==> src/rtl/button_event_decoder.sv <==
`default_nettype none
// ============================================================================
// Module  : button_event_decoder
// Brief   : Synchronises and debounces one pushbutton pin, then classifies
//           each press as short or long and counts short clicks (mod 16).
// Revision: 1.0 - initial release
// ============================================================================
module button_event_decoder #(
    parameter int DEBOUNCE_CYCLES   = 120000,
    parameter int LONG_PRESS_CYCLES = 12000000,
    parameter bit ACTIVE_LOW        = 1'b1
) (
    input  logic       clk,
    input  logic       resetn,
    input  logic       btn_pin,
    output logic       btn_level,
    output logic       press_pulse,
    output logic       release_pulse,
    output logic       short_pulse,
    output logic       long_pulse,
    output logic [3:0] click_count
);

    localparam int DB_W   = $clog2(DEBOUNCE_CYCLES + 1);
    localparam int HOLD_W = $clog2(LONG_PRESS_CYCLES + 1);

    localparam logic [DB_W-1:0]   c_db_last   = DB_W'(DEBOUNCE_CYCLES - 1);
    localparam logic [HOLD_W-1:0] c_hold_last = HOLD_W'(LONG_PRESS_CYCLES - 1);
    localparam logic [HOLD_W-1:0] c_hold_max  = HOLD_W'(LONG_PRESS_CYCLES);
    localparam logic              c_pin_idle  = ACTIVE_LOW;

    typedef enum logic [1:0] {
        ST_IDLE      = 2'd0,
        ST_PRESSED   = 2'd1,
        ST_LONG_HELD = 2'd2
    } state_t;

    logic              sync1_q, sync2_q;
    logic              w_sync_p;
    logic [DB_W-1:0]   db_cnt_q, db_cnt_d;
    logic              level_q, level_d;
    logic              w_rise, w_fall;
    state_t            state_q, state_d;
    logic [HOLD_W-1:0] hold_q, hold_d, w_hold_inc;
    logic [3:0]        click_q, click_d;
    logic              press_q, press_d;
    logic              release_q, release_d;
    logic              short_q, short_d;
    logic              long_q, long_d;

    assign w_sync_p = sync2_q ^ ACTIVE_LOW;

    // Any disagreement with the accepted level restarts the stability window.
    always_comb begin
        db_cnt_d = '0;
        level_d  = level_q;
        if (w_sync_p != level_q) begin
            if (db_cnt_q == c_db_last) begin
                level_d = ~level_q;
            end else begin
                db_cnt_d = db_cnt_q + 1'b1;
            end
        end
    end

    // Events use the next level so the pulses line up with btn_level.
    assign w_rise     = level_d & ~level_q;
    assign w_fall     = ~level_d & level_q;
    assign w_hold_inc = (hold_q == c_hold_max) ? hold_q : hold_q + 1'b1;

    always_comb begin
        state_d   = state_q;
        hold_d    = hold_q;
        click_d   = click_q;
        press_d   = 1'b0;
        release_d = 1'b0;
        short_d   = 1'b0;
        long_d    = 1'b0;
        case (state_q)
            ST_IDLE: begin
                if (w_rise) begin
                    state_d = ST_PRESSED;
                    press_d = 1'b1;
                    hold_d  = '0;
                end
            end
            ST_PRESSED: begin
                // A release on the threshold cycle still counts as short.
                if (w_fall) begin
                    state_d   = ST_IDLE;
                    release_d = 1'b1;
                    short_d   = 1'b1;
                    click_d   = click_q + 1'b1;
                end else begin
                    hold_d = w_hold_inc;
                    if (w_hold_inc == c_hold_last) begin
                        long_d  = 1'b1;
                        state_d = ST_LONG_HELD;
                    end
                end
            end
            ST_LONG_HELD: begin
                if (w_fall) begin
                    state_d   = ST_IDLE;
                    release_d = 1'b1;
                end else begin
                    hold_d = w_hold_inc;
                end
            end
            default: state_d = ST_IDLE;
        endcase
    end

    always_ff @(posedge clk or negedge resetn) begin
        if (!resetn) begin
            sync1_q   <= c_pin_idle;
            sync2_q   <= c_pin_idle;
            db_cnt_q  <= '0;
            level_q   <= 1'b0;
            state_q   <= ST_IDLE;
            hold_q    <= '0;
            click_q   <= 4'd0;
            press_q   <= 1'b0;
            release_q <= 1'b0;
            short_q   <= 1'b0;
            long_q    <= 1'b0;
        end else begin
            sync1_q   <= btn_pin;
            sync2_q   <= sync1_q;
            db_cnt_q  <= db_cnt_d;
            level_q   <= level_d;
            state_q   <= state_d;
            hold_q    <= hold_d;
            click_q   <= click_d;
            press_q   <= press_d;
            release_q <= release_d;
            short_q   <= short_d;
            long_q    <= long_d;
        end
    end

    assign btn_level     = level_q;
    assign press_pulse   = press_q;
    assign release_pulse = release_q;
    assign short_pulse   = short_q;
    assign long_pulse    = long_q;
    assign click_count   = click_q;

endmodule
`default_nettype wire

==> config.mk <==
export PLATFORM = sky130hd
export DESIGN_NAME = button_event_decoder
export DESIGN_NICKNAME = d
export VERILOG_FILES = /design/src/rtl/button_event_decoder.sv
export SDC_FILE = /design/constraint.sdc
export NUM_CORES = 1
export LEC_CHECK = 0
export CAP_MARGIN = 10
export CORE_MARGIN = 3
export CORE_UTILIZATION = 30
export DETAILED_ROUTE_END_ITERATION = 10
export HOLD_SLACK_MARGIN = 0.02
export SLEW_MARGIN = 20
export SYNTH_ARGS = -nofsm -noshare
export SYNTH_HDL_FRONTEND = slang
export SYNTH_SLANG_ARGS = --single-unit
==> constraint.sdc <==
create_clock -name clk -period 2.98 [get_ports clk]
set_input_delay 0.447 -clock clk [delete_from_list [all_inputs] [get_ports clk]]
set_output_delay 0.447 -clock clk [all_outputs]
set_load 0.005 [all_outputs]
==> results by group, run 1 <==
Status
  • Status: complete, no violations

Routing
  • Drt pass-1 iters: 4
  • Metal2 WL: 2990 um
  • Detail Route Antenna Nets: 0
  • Vias per inst: 5.21
  • Iter 0 DRT Violations: 148
  • M1 WL: 3080 um
  • DR vias: 2440
  • Met3 WL: 258 um
  • Routed WL per cell: 13.7 um
  • Routed WL: 6430 um
  • Top layer in use: met4
  • Number of remaining DRC errors: 0

Setup path
  • Worst path required time: 3.19 ns
  • Type of the worst setup path: reg2reg
  • Crit. path cell count: 7
  • CP peak stage delay: 0.62 ns
  • CP bufs+invs: 0
  • Critical Path Slowest Stage Cell: nor4_1
  • CP Launch Type: flop
  • Critical path, cell by cell: ha_1, nand4_1, nor4_1, a31oi_1, nor4_2, o21ai_1, mux2_4
  • Worst setup EP type: flop
  • Crit-path max FO: 7
  • Reg-to-reg setup timing slack: 0.31 ns
  • Reg2Reg Depth: 7
  • CP Data Arrival Time: 2.88 ns
  • CP delay by family, top: simple AND/OR/NAND/NOR gates

Worst hold path
  • Hold WC Path Type: in2async

Finish
  • N_diodes: 0
  • FF/Latch Area: 1350 um2
  • Layout cells sized above 1: 8.96%
  • Total Nets Final: 344
  • Footprint of the multi-input gates: 1580 um2
  • Non-filler instance count after layout: 468
  • Fill cells: 1003
  • Design Area, Final: 3410 um2
  • Syn-to-layout area delta: 11.2%

STA
  • Tcrit/Tclk final: 89.6%
  • Final hold slack: 0.0892 ns
  • Hold Vio Cnt, Final: 0
  • RSZ-0062 raised after global routing: false
  • Setup violators final: 0
  • Max Clk Rate: 0.375 GHz
  • Slew HR: 57.2%
  • Fin Setup TNS: 0 ns
  • Final-report max-slew violation count: 0
  • Worst-Margin Slew: 0.636 ns
  • Final Skew: 0.00591 ns
  • Period minus WS final: 2.67 ns

Die
  • I/O Pins: 12
  • Row count: 36
  • Die area: 11500 um2
  • CORE AREA: 9860 um2
  • Die outline height: 107 um
  • DIE WIDTH: 107 um
  • Initial Utilization: 31.1%

Clock network
  • Maximum clock insertion buffer count: 2
  • CTS root buf: clkbuf_8
  • Post-CTS Resized: 0
  • # H-tree levels: 2
  • CTS tree: yes
  • Cts bufs inserted: 5
  • Worst-Skew Late Latency: 0.32 ns
  • Post-CTS Setup Inserts: 0
  • Hold_buf cts: 0
  • Worst-path clk slew: 0.10 ns
  • Sinks on Clock Net: 54

Yosys
  • Avg Inst Size Synth: 9.34 um2
  • Synth cell types: 51
  • Mapped Area: 3060 um2
  • Syn Inst Count: 328
  • Number of synthesized flops with an enable pin: 0
  • Seq/Total Area, Yosys: 44.2%
  • Top FF cell, synth: dfrtp_1
  • Yosys warning count: 0
  • Net Count, Synth: 338
  • Yosys reg bits: 54
  • Async set-reset flop share out of synthesis: 100%

Placement
  • I/O Buffers: 11
  • Area after DPL: 3290 um2
  • Final HPWL DP: 4450 um
  • Placer Congestion: 0.838
  • DP Cell Count: 460

Pwr
  • Pwr dens: 379 nW/um2
  • Leak Pwr: 0.00136 uW
  • IR drop worst, VDD: 0.168 mV

Global routing
  • Largest net degree at the start of global routing: 28
  • Remaining Overflow, GRT: 0
  • Initial antenna violation count: 0
  • Gr usage total: 12.0%
  • Number of global-route vias before repair: 2395
  • Global-route wire length before repair: 11300 um

Job
  • Max cap viols: 0
## synthesized netlist by cell type, drive strengths merged (2+ instances only)
| master | n | share of area, % |
|---|---|---|
| nor2 | 19 | 2.3 |
| mux2i | 2 | 0.65 |
| o41ai | 2 | 0.57 |
| o2111ai | 2 | 0.57 |
| and4b | 2 | 0.65 |
| inv | 10 | 1.2 |
| mux2 | 2 | 0.86 |
| o21ai | 21 | 3.4 |
| nor3 | 4 | 0.82 |
| o22ai | 2 | 0.41 |
| nand4b | 4 | 1.1 |
| buf | 10 | 1.9 |
| nand2b | 2 | 0.41 |
| and2 | 9 | 1.8 |
| nor4b | 2 | 0.57 |
| nor4 | 3 | 0.82 |
| dfrtp | 52 | 42 |
| or2 | 5 | 1.0 |
| or3 | 8 | 1.6 |
| ha | 7 | 2.9 |
| o31ai | 17 | 4.2 |
| nor2b | 3 | 0.61 |
| clkbuf | 8 | 0.98 |
| dfstp | 2 | 1.7 |
| nand2 | 32 | 3.9 |
| a21o | 11 | 2.7 |
| xor2 | 10 | 2.9 |
| xnor2 | 9 | 2.6 |
| nand3 | 19 | 3.3 |
| and3 | 11 | 2.2 |
| a31oi | 3 | 0.61 |
| a21oi | 11 | 1.8 |
| nand4 | 10 | 2.5 |
| o21a | 6 | 1.5 |
## area by class of cell
cell class	instances	area share [%]
clock buffer	5	2.02
clock inverter	3	1.40
inverter	10	1.10
multi-input combinational	246	46.5
sequential	54	39.7
tap	133	4.88
timing repair buffer	17	4.41
## metal layers
layer | GRT usage, % | vias up
met5 | 0 | -
met4 | 4.02 | 0
met3 | 1.75 | 6
met2 | 19.7 | 47
met1 | 16.1 | 1194
li1 | - | 1193
## placed cells by master, fill, tap and decap left out, types with 5 or more instances in the layout
cell | netlist | layout
o21ai_0 | 19 | 19
o31ai_1 | 17 | 17
clkbuf_8 | 0 | 5
buf_4 | 1 | 6
nor2_1 | 19 | 19
and2_1 | 8 | 8
nand2_1 | 32 | 32
nand4_1 | 8 | 8
a21oi_1 | 11 | 11
nand3_1 | 18 | 18
and3_1 | 11 | 11
or3_1 | 8 | 8
o21a_1 | 6 | 6
or2_2 | 5 | 5
dfrtp_1 | 52 | 52
inv_1 | 10 | 10
ha_1 | 7 | 7
xor2_1 | 10 | 10
a21o_1 | 11 | 11
xnor2_1 | 9 | 9
clkdlybuf4s50_1 | 0 | 10
## state kept, by name (all words and copies together) (netlist names)
name,flops
long_pulse,1
btn_level,1
state_q,2
sync2_q,1
sync1_q,1
release_pulse,1
short_pulse,1
click_count,4
db_cnt_q,17
hold_q,24
press_pulse,1
## cell families after synthesis
logic type                 Yosys count  synth area share (%)
DFF                                 54                  44.2
AOI/OAI and AO/OA                   79                  17.0
xor gates and xnor gates            19                  5.43
muxes                                4                  1.51
adders and majority gates            7                  2.86
and+or+nand+nor                    137                  24.9
buffers and inverters               28                  4.13
## power breakdown
group	internal (uW)	switching, uW
Combinational	7.17	19.9
Sequential	738	4.50
Clock	257	264
## through the flow
step / power (uW) / utilization (%) / setup WS (ns)
after floorplan: 765 / - / 0.641
after global placement: 786 / 33.4 / 0.426
after detailed placement: 787 / 33.4 / 0.339
after CTS: 1320 / 34.5 / 0.303
after global routing: 1340 / 34.5 / 0.113
final: 1290 / 34.5 / 0.311
## worst paths after layout
path	startpoint	to
max	hold_q[0]	state_q[0]
min	resetn	hold_q[4]
max reg2reg	hold_q[0]	state_q[0]
min reg2reg	sync1_q	sync2_q
max in group asynchronous	resetn	sync2_q
min in group clk	sync1_q	sync2_q
(Power assumes the default switching activity.)
==> inputs of run 2 (changes only) <==
- PLACE_DENSITY_LB_ADDON: default -> 0.15
==> run 2 against run 1 <==
Effect of this change: clock-buffer cell count is 1 higher; global-route usage is 0.53 points higher; sequential share of layout area is 0.53 points lower; critical path type unchanged; largest cell class unchanged; highest routed layer unchanged.
==> results by group, run 2 (synthesized netlist as in run 1, its figures left out) <==
Status
  • Status: complete, no violations

Clock network
  • CTS tree: yes
  • # H-tree levels: 2 (unchanged)
  • Post-CTS Setup Inserts: 0 (unchanged)
  • Worst-path clk slew: 0.10 ns (about the same)
  • Worst-Skew Late Latency: 0.31 ns (about the same)
  • Sinks on Clock Net: 54 (unchanged)
  • CTS root buf: clkbuf_8
  • Cts bufs inserted: 5 (unchanged)
  • Maximum clock insertion buffer count: 2 (unchanged)

Finish
  • Footprint of the multi-input gates: 1600 um2 (+0.79%)
  • Commonest non-fill, non-tap cell in the layout: dfrtp_1
  • Most frequent cells in the layout: 52 x dfrtp_1, 32 x nand2_1, 19 x o21ai_0, 19 x nor2_1, 18 x nand3_1
  • Total Nets Final: 345 (+0.29%)
  • Syn-to-layout area delta: 12.7%
  • Reg with most FFs: hold_q
  • FF/Latch Area: 1350 um2 (unchanged)
  • Layout cells sized above 1: 9.82% (+0.87 points)
  • Largest register FFs: 24 (unchanged)
  • N_diodes: 0 (unchanged)
  • Fill cells: 981 (-2.2%)
  • Non-filler instance count after layout: 469 (+0.21%)

Global routing
  • Global-route wire length before repair: 11600 um (+2.7%)
  • Initial antenna violation count: 0 (unchanged)
  • Number of global-route vias before repair: 2314 (-3.4%)
  • Largest net degree at the start of global routing: 55 (+96%)
  • Gr usage total: 12.5% (+0.53 points)
  • Remaining Overflow, GRT: 0 (unchanged)

STA
  • Final-report max-slew violation count: 0 (unchanged)
  • Worst-Margin Slew: 0.702 ns (+0.0662 ns)
  • Max Clk Rate: 0.374 GHz (about the same)
  • Setup violators final: 0 (unchanged)
  • Tcrit/Tclk final: 89.6% (about the same)
  • Hold Vio Cnt, Final: 0 (unchanged)
  • Final Skew: 0.0123 ns (+0.00643 ns)
  • RSZ-0062 raised after global routing: false
  • Period minus WS final: 2.67 ns (+0.00165 ns)
  • Slew HR: 53.2% (-4.0 points)
  • Fin Setup TNS: 0 ns (unchanged)

Placement
  • DP Cell Count: 461 (+0.22%)
  • Placer Congestion: 0.812 (-3.1%)
  • I/O Buffers: 11 (unchanged)
  • Final HPWL DP: 4520 um (+1.4%)

Die
  • Row count: 36 (unchanged)
  • I/O Pins: 12 (unchanged)
  • Initial Utilization: 31.1% (unchanged)
  • Die outline height: 107 um (unchanged)
  • Die area: 11500 um2 (unchanged)
  • DIE WIDTH: 107 um (unchanged)
  • CORE AREA: 9860 um2 (unchanged)

Setup path
  • CP Data Arrival Time: 2.87 ns (about the same)
  • Critical path, cell by cell: ha_1, nand4_1, or3_1, a21oi_1, o2111ai_1, nor4_2, o21ai_1, mux2_4
  • CP delay by family, top: simple AND/OR/NAND/NOR gates
  • CP bufs+invs: 0 (unchanged)
  • Type of the worst setup path: reg2reg
  • Worst setup EP type: flop
  • Worst path required time: 3.18 ns (about the same)
  • CP Launch Type: flop
  • Crit-path max FO: 9 (+2)
  • CP peak stage delay: 0.47 ns (-0.15 ns)
  • Critical Path Slowest Stage Cell: dfrtp_1

Pwr
  • Pwr dens: 400 nW/um2 (+5.6%)
  • Sw Ratio: 20.0% (-2.3 points)
  • Share of total power in the clock network: 44.2% (+3.9 points)
  • Sequential Power Share: 53.8% (-3.8 points)
  • Cell Int Power: 1100 uW (+10%)
  • IR drop worst, VDD: 0.239 mV (+42%)
  • Combinational share of power: 2.0% (about the same)
  • P_sw: 277 uW (-3.9%)
  • Leak Pwr: 0.00138 uW (+1.4%)

Job
  • Max cap viols: 0 (unchanged)

Worst hold path
  • Hold WC Path Type: in2async

Routing
  • Iter 0 DRT Violations: 149 (+0.68%)
  • Routed WL: 6690 um (+3.9%)
  • Vias per inst: 5.14 (-1.3%)
  • Detail Route Antenna Nets: 0 (unchanged)
  • Drt pass-1 iters: 4 (unchanged)
  • Routed WL per cell: 14.3 um (+3.7%)
  • Number of remaining DRC errors: 0 (unchanged)
  • DR vias: 2413 (-1.1%)
-- run 2: final cells by class --
class | count | share of cell area [%]
sequential | 54 | 39.2
timing repair buffer | 18 | 4.57
clock buffer | 6 | 2.39
clock inverter | 2 | 1.74
multi-input combinational | 246 | 46.2
tap | 133 | 4.82
inverter | 10 | 1.09
-- run 2: power groups by stage --
stage          sequential [uW]  clock, uW  combinational (uW)
2_1_floorplan              755          0                9.54
3_5_place_dp               757          0                29.2
4_1_cts                    743        633                29.6
6_report                   743        610                27.0
3_3_place_gp               757          0                29.1
5_1_grt                    744        659                32.5
-- run 2: metal layers --
layer / wire, um / vias up / track usage [%]
met5: 0 / - / 0
met4: 75 / 0 / 3.47
met3: 220 / 6 / 2.41
met2: 3010 / 39 / 19.4
met1: 3380 / 1170 / 17.7
li1: - / 1198 / -
-- run 2: final timing paths --
kind	start	endpoint	slack [ns]	cells past startpoint
hold reg to reg	sync1_q	sync2_q	0.36	0
setup reg to reg	hold_q[0]	state_q[0]	0.31	8
max in group asynchronous	resetn	hold_q[18]	2.25	2
setup / recovery	hold_q[0]	state_q[0]	0.31	8
min in group clk	sync1_q	sync2_q	0.36	0
hold / removal	resetn	db_cnt_q[2]	0.25	2
-- run 2: repair_timing --
| action | 4_1_cts | 5_1_grt |
|---|---|---|
| endpoints found under the setup margin | 0 | 1 |
| hold buffers | 0 | 0 |
| gates resized for setup | 0 | 1 |
-- run 2: worst register-to-register path: stages (launching register included) --
cell	delay, ns
dfrtp_1	0.47
ha_1	0.26
nand4_1	0.33
or3_1	0.44
a21oi_1	0.15
o2111ai_1	0.12
nor4_2	0.37
o21ai_1	0.12
mux2_4	0.30
-- run 2: per-stage QoR --
stage	utilization [%]	hold WS (ns)	setup slack [ns]	power (uW)	cell area (um2)
6_report	35.0	0.250	0.309	1380	3450
5_1_grt	35.0	0.312	0.0650	1440	3450
4_1_cts	34.9	0.296	0.212	1410	3450
3_5_place_dp	33.5	0.349	0.229	787	3300
3_3_place_gp	33.5	0.349	0.363	787	3300
2_1_floorplan	-	0.151	0.641	765	3060
==> inputs of run 3 (changes only) <==
- CORE_UTILIZATION: 30 -> 40
- CTS_BUF_LIST: default -> sky130_fd_sc_hd__clkbuf_8
==> run 3 against run 2 <==
Effect of this change: non-clock buffer count fell by 1; total power fell by 12%; worst setup slack better by 0.0098 ns; flip-flop and latch count unchanged; clock skew decreased by 0.0013 ns; clock power is 28% lower; global-route usage up 3.4 points; design area fell by 2.8%; cell count shrank 7.5%; sequential power is essentially flat; register-to-register slack about the same; sequential share of layout area grew 1.1 points.
==> results by group, run 3 (synthesized netlist as in run 1, its figures left out) <==
Pwr
  • Cell Int Power: 933 uW (-15%)
  • Sequential Power Share: 61.5% (+7.7 points)
  • Pwr dens: 360 nW/um2 (-9.9%)
  • Leak Pwr: 0.00135 uW (-2.2%)
  • Combinational share of power: 2.3% (+0.3 points)
  • Share of total power in the clock network: 36.2% (-8.0 points)
  • IR drop worst, VDD: 0.156 mV (-35%)
  • P_sw: 275 uW (-0.57%)
  • Sw Ratio: 22.8% (+2.7 points)

Die
  • Die outline height: 93.5 um (-13%)
  • CORE AREA: 7330 um2 (-26%)
  • Die area: 8740 um2 (-24%)
  • I/O Pins: 12 (unchanged)
  • Row count: 31 (-14%)
  • Initial Utilization: 41.8% (+11 points)
  • DIE WIDTH: 93.5 um (-13%)

Setup path
  • CP Launch Type: flop
  • Worst path required time: 3.19 ns (about the same)
  • FF-to-FF Start: hold_q[0]
  • Critical Path Slowest Stage Cell: dfrtp_1
  • Worst setup startpoint: hold_q[0]
  • Worst setup EP type: flop
  • CP delay by family, top: simple AND/OR/NAND/NOR gates
  • CP bufs+invs: 0 (unchanged)
  • Crit-path max FO: 9 (unchanged)
  • Type of the worst setup path: reg2reg
  • CP Data Arrival Time: 2.87 ns (about the same)
  • CP peak stage delay: 0.46 ns (about the same)
  • Critical path, cell by cell: ha_1, nand4_1, or3_1, a21oi_1, o2111ai_1, nor4_2, o21ai_1, mux2_4

Finish
  • Non-filler instance count after layout: 434 (-7.5%)
  • Reg with most FFs: hold_q
  • Largest register FFs: 24 (unchanged)
  • Syn-to-layout area delta: 9.56%
  • Layout cells sized above 1: 9.55% (-0.27 points)
  • Most frequent cells in the layout: 52 x dfrtp_1, 32 x nand2_1, 19 x o21ai_0, 19 x nor2_1, 18 x nand3_1
  • Commonest non-fill, non-tap cell in the layout: dfrtp_1
  • Total Nets Final: 344 (-0.29%)
  • N_diodes: 0 (unchanged)

STA
  • Period minus WS final: 2.66 ns (-0.00980 ns)
  • Tcrit/Tclk final: 89.3% (-0.33 points)
  • Hold Vio Cnt, Final: 0 (unchanged)
  • Setup violators final: 0 (unchanged)
  • Final-report max-slew violation count: 0 (unchanged)
  • Fin Setup TNS: 0 ns (unchanged)
  • Final Skew: 0.0111 ns (-0.00126 ns)
  • Slew HR: 46.6% (-6.6 points)
  • Worst-Margin Slew: 0.801 ns (+0.0989 ns)
  • RSZ-0062 raised after global routing: false
  • Max Clk Rate: 0.376 GHz (+0.37%)
  • Setup ws final: 0.319 ns (+0.00980 ns)

Routing
  • Detail Route Antenna Nets: 0 (unchanged)
  • DR vias: 2399 (-0.58%)
  • Routed WL: 6310 um (-5.6%)
  • Number of remaining DRC errors: 0 (unchanged)
  • Drt pass-1 iters: 4 (unchanged)
  • Iter 0 DRT Violations: 118 (-21%)
  • Routed WL per cell: 14.5 um (+2.0%)
  • Vias per inst: 5.53 (+7.4%)

Placement
  • Placer Congestion: 0.857 (+5.7%)
  • I/O Buffers: 11 (unchanged)
  • Final HPWL DP: 4410 um (-2.4%)
  • Pre-CTS setup slack: 0.319 ns (+0.0902 ns)
  • DP Cell Count: 426 (-7.6%)

Clock network
  • Cts bufs inserted: 5 (unchanged)
  • Maximum clock insertion buffer count: 2 (unchanged)
  • Worst-path clk slew: 0.11 ns (about the same)
  • Sinks on Clock Net: 54 (unchanged)
  • CTS tree: yes
  • # H-tree levels: 2 (unchanged)
  • CTS root buf: clkbuf_8
  • Worst-Skew Late Latency: 0.31 ns (about the same)
  • Post-CTS Setup Inserts: 0 (unchanged)

Global routing
  • Gr usage total: 15.9% (+3.4 points)
  • Largest net degree at the start of global routing: 36 (-35%)
  • Number of global-route vias before repair: 2326 (+0.52%)
  • Initial antenna violation count: 0 (unchanged)
  • Remaining Overflow, GRT: 0 (unchanged)
  • Global-route wire length before repair: 11200 um (-4.0%)

Worst hold path
  • Hold WC Path Type: in2async

Job
  • Max cap viols: 0 (unchanged)

Status
  • Status: complete, no violations
-- run 3: cell count changes in the layout (fill, tap and decap cells not counted), sizes merged --
cell,delta
bufinv,-2
clkinvlp,+1
clkinv,+1
buf,-1
-- run 3: power groups by stage --
stage,registers [uW],clock network [uW],logic (uW)
2_1_floorplan,755,0,9.54
3_3_place_gp,757,0,29.9
3_5_place_dp,757,0,30.4
4_1_cts,743,449,30.6
5_1_grt,744,479,34.0
6_report,743,437,28.2
-- run 3: per-stage QoR --
stage | utilization, % | power (uW) | cell area (um2) | hold WS, ns
after floorplan | - | 765 | 3060 | 0.151
after global placement | 44.4 | 787 | 3250 | 0.347
after detailed placement | 44.4 | 787 | 3250 | 0.349
after CTS | 45.7 | 1220 | 3350 | 0.243
after global routing | 45.8 | 1260 | 3360 | 0.277
final | 45.8 | 1210 | 3360 | 0.208
-- run 3: worst reg2reg max path: cells and delay by family (launching register included) --
family	cells	cell delay, ns
adder cells (fa/ha/maj)	1	0.26
flip-flops	1	0.46
multiplexers	1	0.30
AND/OR/NAND/NOR	3	1.12
AO/OA/AOI/OAI	3	0.40
-- run 3: per-layer routing --
metal / vias up / part of all wire [%] / GRT usage [%]
li1: 1192 / - / -
met2: 25 / 45 / 25.6
met5: - / 0 / 0
met1: 1178 / 51 / 22.0
met3: 4 / 2.7 / 2.65
met4: 0 / 1.1 / 4.40
-- run 3: final cells by class --
type,count,area [um2]
Timing Repair Buffer,17,150
Clock buffer,6,82.6
Sequential cell,54,1350
Multi-Input combinational cell,246,1600
Fill cell,693,3980
Tap cell,99,124
Clock inverter,2,12.5
Inverter,10,37.5
-- run 3: worst paths after layout --
path	endpoint	depth (start not counted)	slack, ns
setup / recovery	state_q[0]	8	0.32
hold / removal	db_cnt_q[13]	1	0.21
setup reg to reg	state_q[0]	8	0.32
hold reg to reg	sync2_q	0	0.36
max in group asynchronous	hold_q[23]	2	2.09
min in group clk	sync2_q	0	0.36
-- run 3: timing repair --
item / 4_1_cts / 5_1_grt
hold buffers: 0 / 0
endpoints found under the hold margin: 0 / 0
setup endpoints to repair: 0 / 1
resized for setup: 0 / 1
